[src/rtl/interrupt_sequencer.sv]
// Reset/NMI/IRQ/BRK entry sequencer: qualifies and prioritises requests, then walks
// the seven T-states (stack pushes, flag update, vector fetch) that hand control to the vector.
module interrupt_sequencer #(
  parameter int SYNC_STAGES = 2,
  parameter int RES_MIN_LOW = 2
) (
  input  logic       fclk_i,
  input  logic       rst_i,
  input  logic       rdy_i,
  input  logic       resb_i,
  input  logic       nmib_i,
  input  logic       irqb_i,
  input  logic       i_flag_i,
  input  logic       instr_boundary_i,
  input  logic       brk_req_i,
  output logic       busy_o,
  output logic [2:0] seq_step_o,
  output logic [1:0] cause_o,
  output logic       rwb_o,
  output logic [1:0] stack_sel_o,
  output logic       sp_decrement_o,
  output logic       reset_stack_o,
  output logic       psr_b_value_o,
  output logic       set_i_flag_o,
  output logic       clear_d_flag_o,
  output logic       vpb_o,
  output logic       push_resb_o,
  output logic       push_nmib_o,
  output logic       push_irqb_o,
  output logic       push_vector_o,
  output logic       seq_done_o,
  output logic       nmi_pending_o,
  output logic       irq_pending_o
);

  localparam int CNT_W = $clog2(RES_MIN_LOW + 1);

  typedef enum logic [3:0] {
    ST_IDLE, ST_RES_HOLD, ST_T1, ST_T2, ST_T3, ST_T4, ST_T5, ST_T6, ST_T7
  } state_e;

  typedef enum logic [1:0] {
    CAUSE_NONE = 2'b00,
    CAUSE_RES  = 2'b01,
    CAUSE_NMI  = 2'b10,
    CAUSE_IRQ  = 2'b11
  } cause_e;

  state_e                 state_q, state_d;
  cause_e                 cause_q, cause_d;
  logic                   brk_q, brk_d;
  logic                   done_q, done_d;
  logic                   nmi_pend_q, nmi_pend_d;
  logic                   nmi_prev_q, nmi_prev_d;
  logic [SYNC_STAGES-1:0] resb_sync_q, nmib_sync_q, irqb_sync_q;
  logic [CNT_W-1:0]       res_cnt_q, res_cnt_d;

  logic res_low, res_qual, nmi_sync, irq_sync_low, nmi_edge, irq_req, is_res, stack_push;

  assign res_low      = ~resb_sync_q[SYNC_STAGES-1];
  assign nmi_sync     = nmib_sync_q[SYNC_STAGES-1];
  assign irq_sync_low = ~irqb_sync_q[SYNC_STAGES-1];
  assign nmi_edge     = nmi_prev_q & ~nmi_sync;
  assign irq_req      = irq_sync_low & ~i_flag_i;
  assign res_qual     = res_low && (res_cnt_q >= CNT_W'(RES_MIN_LOW - 1));

  // Reset qualification counts synchronised-low samples and is independent of rdy.
  always_comb begin
    res_cnt_d = '0;
    if (res_low) begin
      res_cnt_d = res_cnt_q;
      if (res_cnt_q != CNT_W'(RES_MIN_LOW)) res_cnt_d = res_cnt_q + CNT_W'(1);
    end
  end

  always_comb begin
    state_d    = state_q;
    cause_d    = cause_q;
    brk_d      = brk_q;
    done_d     = done_q;
    nmi_pend_d = nmi_pend_q;
    nmi_prev_d = nmi_prev_q;
    if (rdy_i) begin
      nmi_prev_d = nmi_sync;
      done_d     = 1'b0;
      if (nmi_edge) nmi_pend_d = 1'b1;
      unique case (state_q)
        ST_IDLE: begin
          if (instr_boundary_i) begin
            if (nmi_pend_q) begin
              state_d = ST_T1;
              cause_d = CAUSE_NMI;
              brk_d   = 1'b0;
              if (!nmi_edge) nmi_pend_d = 1'b0;
            end else if (irq_req) begin
              state_d = ST_T1;
              cause_d = CAUSE_IRQ;
              brk_d   = 1'b0;
            end else if (brk_req_i) begin
              state_d = ST_T1;
              cause_d = CAUSE_IRQ;
              brk_d   = 1'b1;
            end
          end
        end
        ST_RES_HOLD: begin
          if (!res_low) begin
            state_d = ST_T1;
            cause_d = CAUSE_RES;
            brk_d   = 1'b0;
          end
        end
        ST_T1: state_d = ST_T2;
        ST_T2: state_d = ST_T3;
        ST_T3: state_d = ST_T4;
        ST_T4: state_d = ST_T5;
        ST_T5: state_d = ST_T6;
        ST_T6: state_d = ST_T7;
        ST_T7: begin
          state_d = ST_IDLE;
          done_d  = 1'b1;
        end
        default: state_d = ST_IDLE;
      endcase
    end
    // A qualified reset overrides everything, including a stalled rdy.
    if (res_qual) begin
      state_d = ST_RES_HOLD;
      cause_d = CAUSE_RES;
      brk_d   = 1'b0;
      done_d  = 1'b0;
    end
  end

  always_ff @(posedge fclk_i) begin
    if (rst_i) begin
      state_q     <= ST_RES_HOLD;
      cause_q     <= CAUSE_RES;
      brk_q       <= 1'b0;
      done_q      <= 1'b0;
      nmi_pend_q  <= 1'b0;
      nmi_prev_q  <= 1'b1;
      resb_sync_q <= '1;
      nmib_sync_q <= '1;
      irqb_sync_q <= '1;
      res_cnt_q   <= '0;
    end else begin
      state_q     <= state_d;
      cause_q     <= cause_d;
      brk_q       <= brk_d;
      done_q      <= done_d;
      nmi_pend_q  <= nmi_pend_d;
      nmi_prev_q  <= nmi_prev_d;
      resb_sync_q <= {resb_sync_q[SYNC_STAGES-2:0], resb_i};
      nmib_sync_q <= {nmib_sync_q[SYNC_STAGES-2:0], nmib_i};
      irqb_sync_q <= {irqb_sync_q[SYNC_STAGES-2:0], irqb_i};
      res_cnt_q   <= res_cnt_d;
    end
  end

  assign is_res     = (cause_q == CAUSE_RES);
  assign stack_push = ~is_res;

  // Moore outputs: reset sequences only read, interrupt sequences push PCH/PCL/PSR in T3-T5.
  always_comb begin
    busy_o         = 1'b0;
    seq_step_o     = 3'd0;
    cause_o        = CAUSE_NONE;
    rwb_o          = 1'b1;
    stack_sel_o    = 2'b00;
    sp_decrement_o = 1'b0;
    reset_stack_o  = 1'b0;
    psr_b_value_o  = 1'b0;
    set_i_flag_o   = 1'b0;
    clear_d_flag_o = 1'b0;
    vpb_o          = 1'b0;
    push_resb_o    = 1'b0;
    push_nmib_o    = 1'b0;
    push_irqb_o    = 1'b0;
    push_vector_o  = 1'b0;
    if (state_q == ST_RES_HOLD) begin
      busy_o  = 1'b1;
      cause_o = CAUSE_RES;
    end else if (state_q != ST_IDLE) begin
      busy_o        = 1'b1;
      cause_o       = cause_q;
      psr_b_value_o = brk_q;
    end
    unique case (state_q)
      ST_T1: seq_step_o = 3'd1;
      ST_T2: begin
        seq_step_o    = 3'd2;
        reset_stack_o = is_res;
      end
      ST_T3: begin
        seq_step_o     = 3'd3;
        sp_decrement_o = 1'b1;
        rwb_o          = ~stack_push;
        stack_sel_o    = stack_push ? 2'b01 : 2'b00;
      end
      ST_T4: begin
        seq_step_o     = 3'd4;
        sp_decrement_o = 1'b1;
        rwb_o          = ~stack_push;
        stack_sel_o    = stack_push ? 2'b10 : 2'b00;
      end
      ST_T5: begin
        seq_step_o     = 3'd5;
        sp_decrement_o = stack_push;
        rwb_o          = ~stack_push;
        stack_sel_o    = stack_push ? 2'b11 : 2'b00;
        set_i_flag_o   = 1'b1;
        clear_d_flag_o = 1'b1;
      end
      ST_T6: begin
        seq_step_o  = 3'd6;
        vpb_o       = 1'b1;
        push_resb_o = (cause_q == CAUSE_RES);
        push_nmib_o = (cause_q == CAUSE_NMI);
        push_irqb_o = (cause_q == CAUSE_IRQ);
      end
      ST_T7: begin
        seq_step_o    = 3'd7;
        vpb_o         = 1'b1;
        push_vector_o = 1'b1;
      end
      default: ;
    endcase
  end

  assign seq_done_o    = done_q;
  assign nmi_pending_o = nmi_pend_q;
  assign irq_pending_o = irq_req;

endmodule

[config.mk]
export PLATFORM = sky130hd
export DESIGN_NAME = interrupt_sequencer
export DESIGN_NICKNAME = d
export VERILOG_FILES = /design/src/rtl/interrupt_sequencer.sv
export SDC_FILE = /design/constraint.sdc
export NUM_CORES = 1
export LEC_CHECK = 0
export CORE_MARGIN = 3
export CORE_UTILIZATION = 40
export DETAILED_ROUTE_END_ITERATION = 8
export PLACE_DENSITY_LB_ADDON = 0.25
export SETUP_SLACK_MARGIN = 0.4
export SLEW_MARGIN = 20
export SYNTH_ARGS = -nofsm -noshare
export SYNTH_HDL_FRONTEND = slang
export SYNTH_SLANG_ARGS = --single-unit
export TNS_END_PERCENT = 1
[constraint.sdc]
create_clock -name fclk_i -period 1.66 [get_ports fclk_i]
set_input_delay 0.332 -clock fclk_i [delete_from_list [all_inputs] [get_ports fclk_i]]
set_output_delay 0.332 -clock fclk_i [all_outputs]
set_load 0.02 [all_outputs]
==> qor.tcl <==
set qor(grt_start_max_net_pins) 11
set qor(effective_utilization_at_floorplan) 0.449
set qor(grt_pass1_vias) 1057
set qor(drc) 0
set qor(holdCritStartpoint) {nmib_sync_q[0]$_SDFF_PP1_}
set qor(cellLeakagePower_uw) 0.000755
set qor(fraction_of_layout_cells_with_a_size_suffix_above_1) 0.537
set qor(grt_first_pass_wirelength_mm) 4.90
set qor(power_frac_clock) 0.241
set qor(finish.net_count) 189
set qor(relative_max_transition_margin) 0.802
set qor(p_sw_uw) 345
set qor(cp_cell_sequence) {or4_4 -> o21a_1 -> buf_6}
set qor(finalCriticalPeriod_ps) 1860
set qor(synthFlopType) {dfxtp_1}
set qor(final_antenna_net_count) 0
set qor(final.setup_skew_ps) 1.83
set qor(max_freq_ghz) 0.538
set qor(asyncSetResetFlopFracSynth) 0
set qor(netlist-cell-type-count) 34
set qor(critical_path.startpoint) {state_q[0]$_SDFFE_PP1P_}
set qor(clkSinkCount) 18
set qor(synth-warning-count) 0
set qor(post-route-worst-setup-slack_ps) -199
set qor(swShare) 0.309
set qor(numCtsBuffers) 3
set qor(vias_per_cell) 5.49
set qor(synth.yosys.seq_area_share) 0.381
set qor(crit-reg2reg-launch) {state_q[0]$_SDFFE_PP1P_}
set qor(syn_nets) 132
set qor(startpoint_type) {flip-flop}
set qor(clock_tree_from_tritoncts) {yes}
set qor(yosysTopAreaCellShare) 0.381
set qor(num_antenna_cells) 0
set qor(required_ps) 1330
set qor(finalSetupViolCount) 12
set qor(dominant_cells_by_area_after_synthesis) {dfxtp_1 38%, nor2_1 6.4%, nand2_1 5.2%}
set qor(critical_path_peak_fanout) 5
set qor(dp_hpwl_mm) 2.07
set qor(power.internal_uw) 769
set qor(cpPeakStageDelay_ps) 570
set qor(power.share.sequential) 0.422
set qor(ff_latch_area_um2) 378
set qor(tns_ps) -1160
set qor(post_synth_top_area_cell) {dfxtp_1}
set qor(grt_usage) 0.239
set qor(post_synth_inst_count) 121
set qor(htree_num_levels) 1
set qor(globalRouteOverflowTotal) 0
set qor(die_width_um) 54.6
set qor(combinational_share_of_power) 0.337
set qor(die_height_um) 54.6
set qor(synth_commonest_cells) {18 x dfxtp_1, 16 x nor2_1, 13 x nand2_1}
set qor(max_slew.worst_pin.slew_ps) 297
set qor(clk-insertion-delay-late_ps) 300
set qor(clkSlewWorstSetupHoldPaths_ps) 100
set qor(vdd_ir_drop_max_mv) 0.664
set qor(post_placement_worst_setup_slack_ps) -242
set qor(critical_path_arrival_ps) 1530
set qor(run_status) {finished with violations}
set qor(drv_cap) 0
set qor(hp-class) {reg2reg}
set qor(area_delta_synth_final_pct) 74.6
set qor(failed_checks) {negative setup slack}
set qor(multi_input_comb_area_um2) 672
set qor(totalWireLength_mm) 3.27
set qor(synth_area_um2) 945
set qor(report.power.total_uw) 1110
set qor(final_worst_path_period_share) 1.12
set qor(clock_tree.root_cell) {clkbuf_4}
set qor(detailroute.via_count) 1119
set qor(synth.avg_cell_area_um2) 7.81
set qor(cp_slowest_cell) {or4_4}
set qor(most_common_cell_in_the_synthesized_netlist) {dfxtp_1}
set qor(timing_max_transition_violations_final) 0
set qor(setup_crit_end_kind) {output pin}
set qor(fillCellCount) 147
set qor(ctsLongestPathBuffers) 2
set qor(synth-seq-cells) 18
set qor(wl_per_cell_um) 16.0
set qor(floorplan.rows) 16
set qor(timing_worst_setup_path_type) {reg2out}
set qor(initialDrtViolationCount) 23
set qor(synth-edff-count) 0
set qor(antenna_found_initial) 0
set qor(ctsHoldBuffers) 0
set qor(io_pins) 31
set qor(gp_congestion) 0.878
set qor(power_density_nw_per_um2) 676
set qor(first_pass_iters) 4
set qor(final_hold_vios) 0
set qor(place.port_buffers) 30
set qor(core_area_um2) 2100
set qor(setup_repair_after_global_routing_missed_its_margin) {true}
set qor(die-area_um2) 2980
[critical path, delay by kind of cell, from the launching register on]
kind / cells / cell delay [ps]
and+or+nand+nor: 1 / 570
AOI/OAI and AO/OA: 1 / 150
buffers and inverters: 1 / 140
DFF: 1 / 370
[placed cells by master (no fill, tap or decap), types with 2 or more instances in the layout]
cell type and instances:
and3_1 4, nor2_1 8, or2_2 6, ha_1 2, dfxtp_4 4, nor2_4 5, dfxtp_2 2, nor2b_1 3
nor3_4 2, inv_2 2, buf_2 5, o21a_1 2, nor2_2 3, inv_1 4, buf_6 12, clkbuf_4 3
o21ai_1 4, clkdlybuf4s50_1 6, dlygate4sd2_1 3, xor2_1 2, nand2_1 11, a21oi_1 5, nand3_1 3, buf_4 33
mux2i_1 3, nor3_1 3, o21ai_2 2, dfxtp_1 12
[cells by family (layout without fill, tap and decap cells)]
logic type	Yosys count	count (layout)	share of synthesized area
compound gates	23	23	0.171
mux	3	3	0.0318
buf+inv	14	70	0.0609
xor+xnor	2	2	0.0185
simple gates	59	59	0.310
flops	18	18	0.381
fa+ha+maj	2	2	0.0265
[worst paths after layout]
| path | end | slack [ps] | cells after the start |
|---|---|---|---|
| max | cause_o[0] | -200 | 3 |
| min | nmib_sync_q[1]$_SDFF_PP1_ | 420 | 1 |
| max reg2reg | cause_q[0]$_SDFFE_PP1P_ | -170 | 6 |
| min reg2reg | nmib_sync_q[1]$_SDFF_PP1_ | 420 | 1 |
[power groups by stage]
stage / Sequential (µW) / Combinational [µW] / Clock (µW)
floorplan: 470 / 159 / 0
global placement: 473 / 304 / 0
detailed placement: 475 / 311 / 0
CTS: 467 / 339 / 270
global route: 473 / 395 / 292
finish: 471 / 375 / 269
[layout make-up]
cell class / count / share of cell area
Multi-Input combinational cell: 89 / 0.407
Tap cell: 27 / 0.0205
Sequential cell: 18 / 0.229
Inverter: 6 / 0.0137
Clock buffer: 4 / 0.0220
Timing Repair Buffer: 60 / 0.307
[per-layer routing]
layer,share of wire,global-route usage,vias to the layer above
li1,-,-,522
met1,0.43,0.282,552
met2,0.49,0.392,31
met3,0.037,0.0627,14
met4,0.037,0.124,0
met5,0,0,-
[what timing repair did]
item                       in CTS  in global routing
setup buffers                   2                  0
resized for setup             123                 32
setup endpoints to repair      29                 31
pin swaps                       9                  8
[registers in the layout, summed over array words and instances, names as in the netlist]
name	cells
brk_q	1
cause_q	2
irqb_sync_q	2
nmi_pending_o	1
nmi_prev_q	1
nmib_sync_q	2
res_cnt_q	2
resb_sync_q	2
seq_done_o	1
state_q	4
[stage by stage]
stage                     hold WS (ps)   util  cell area, µm²  instances
final                              423  0.785            1650        204
after global routing               438  0.785            1650        204
after CTS                          428  0.761            1600        204
after detailed placement           403  0.702            1480        198
after global placement             394  0.702            1480        198
after floorplan                    389      -             975        121
Note: power is estimated with default switching activity, not from simulation.
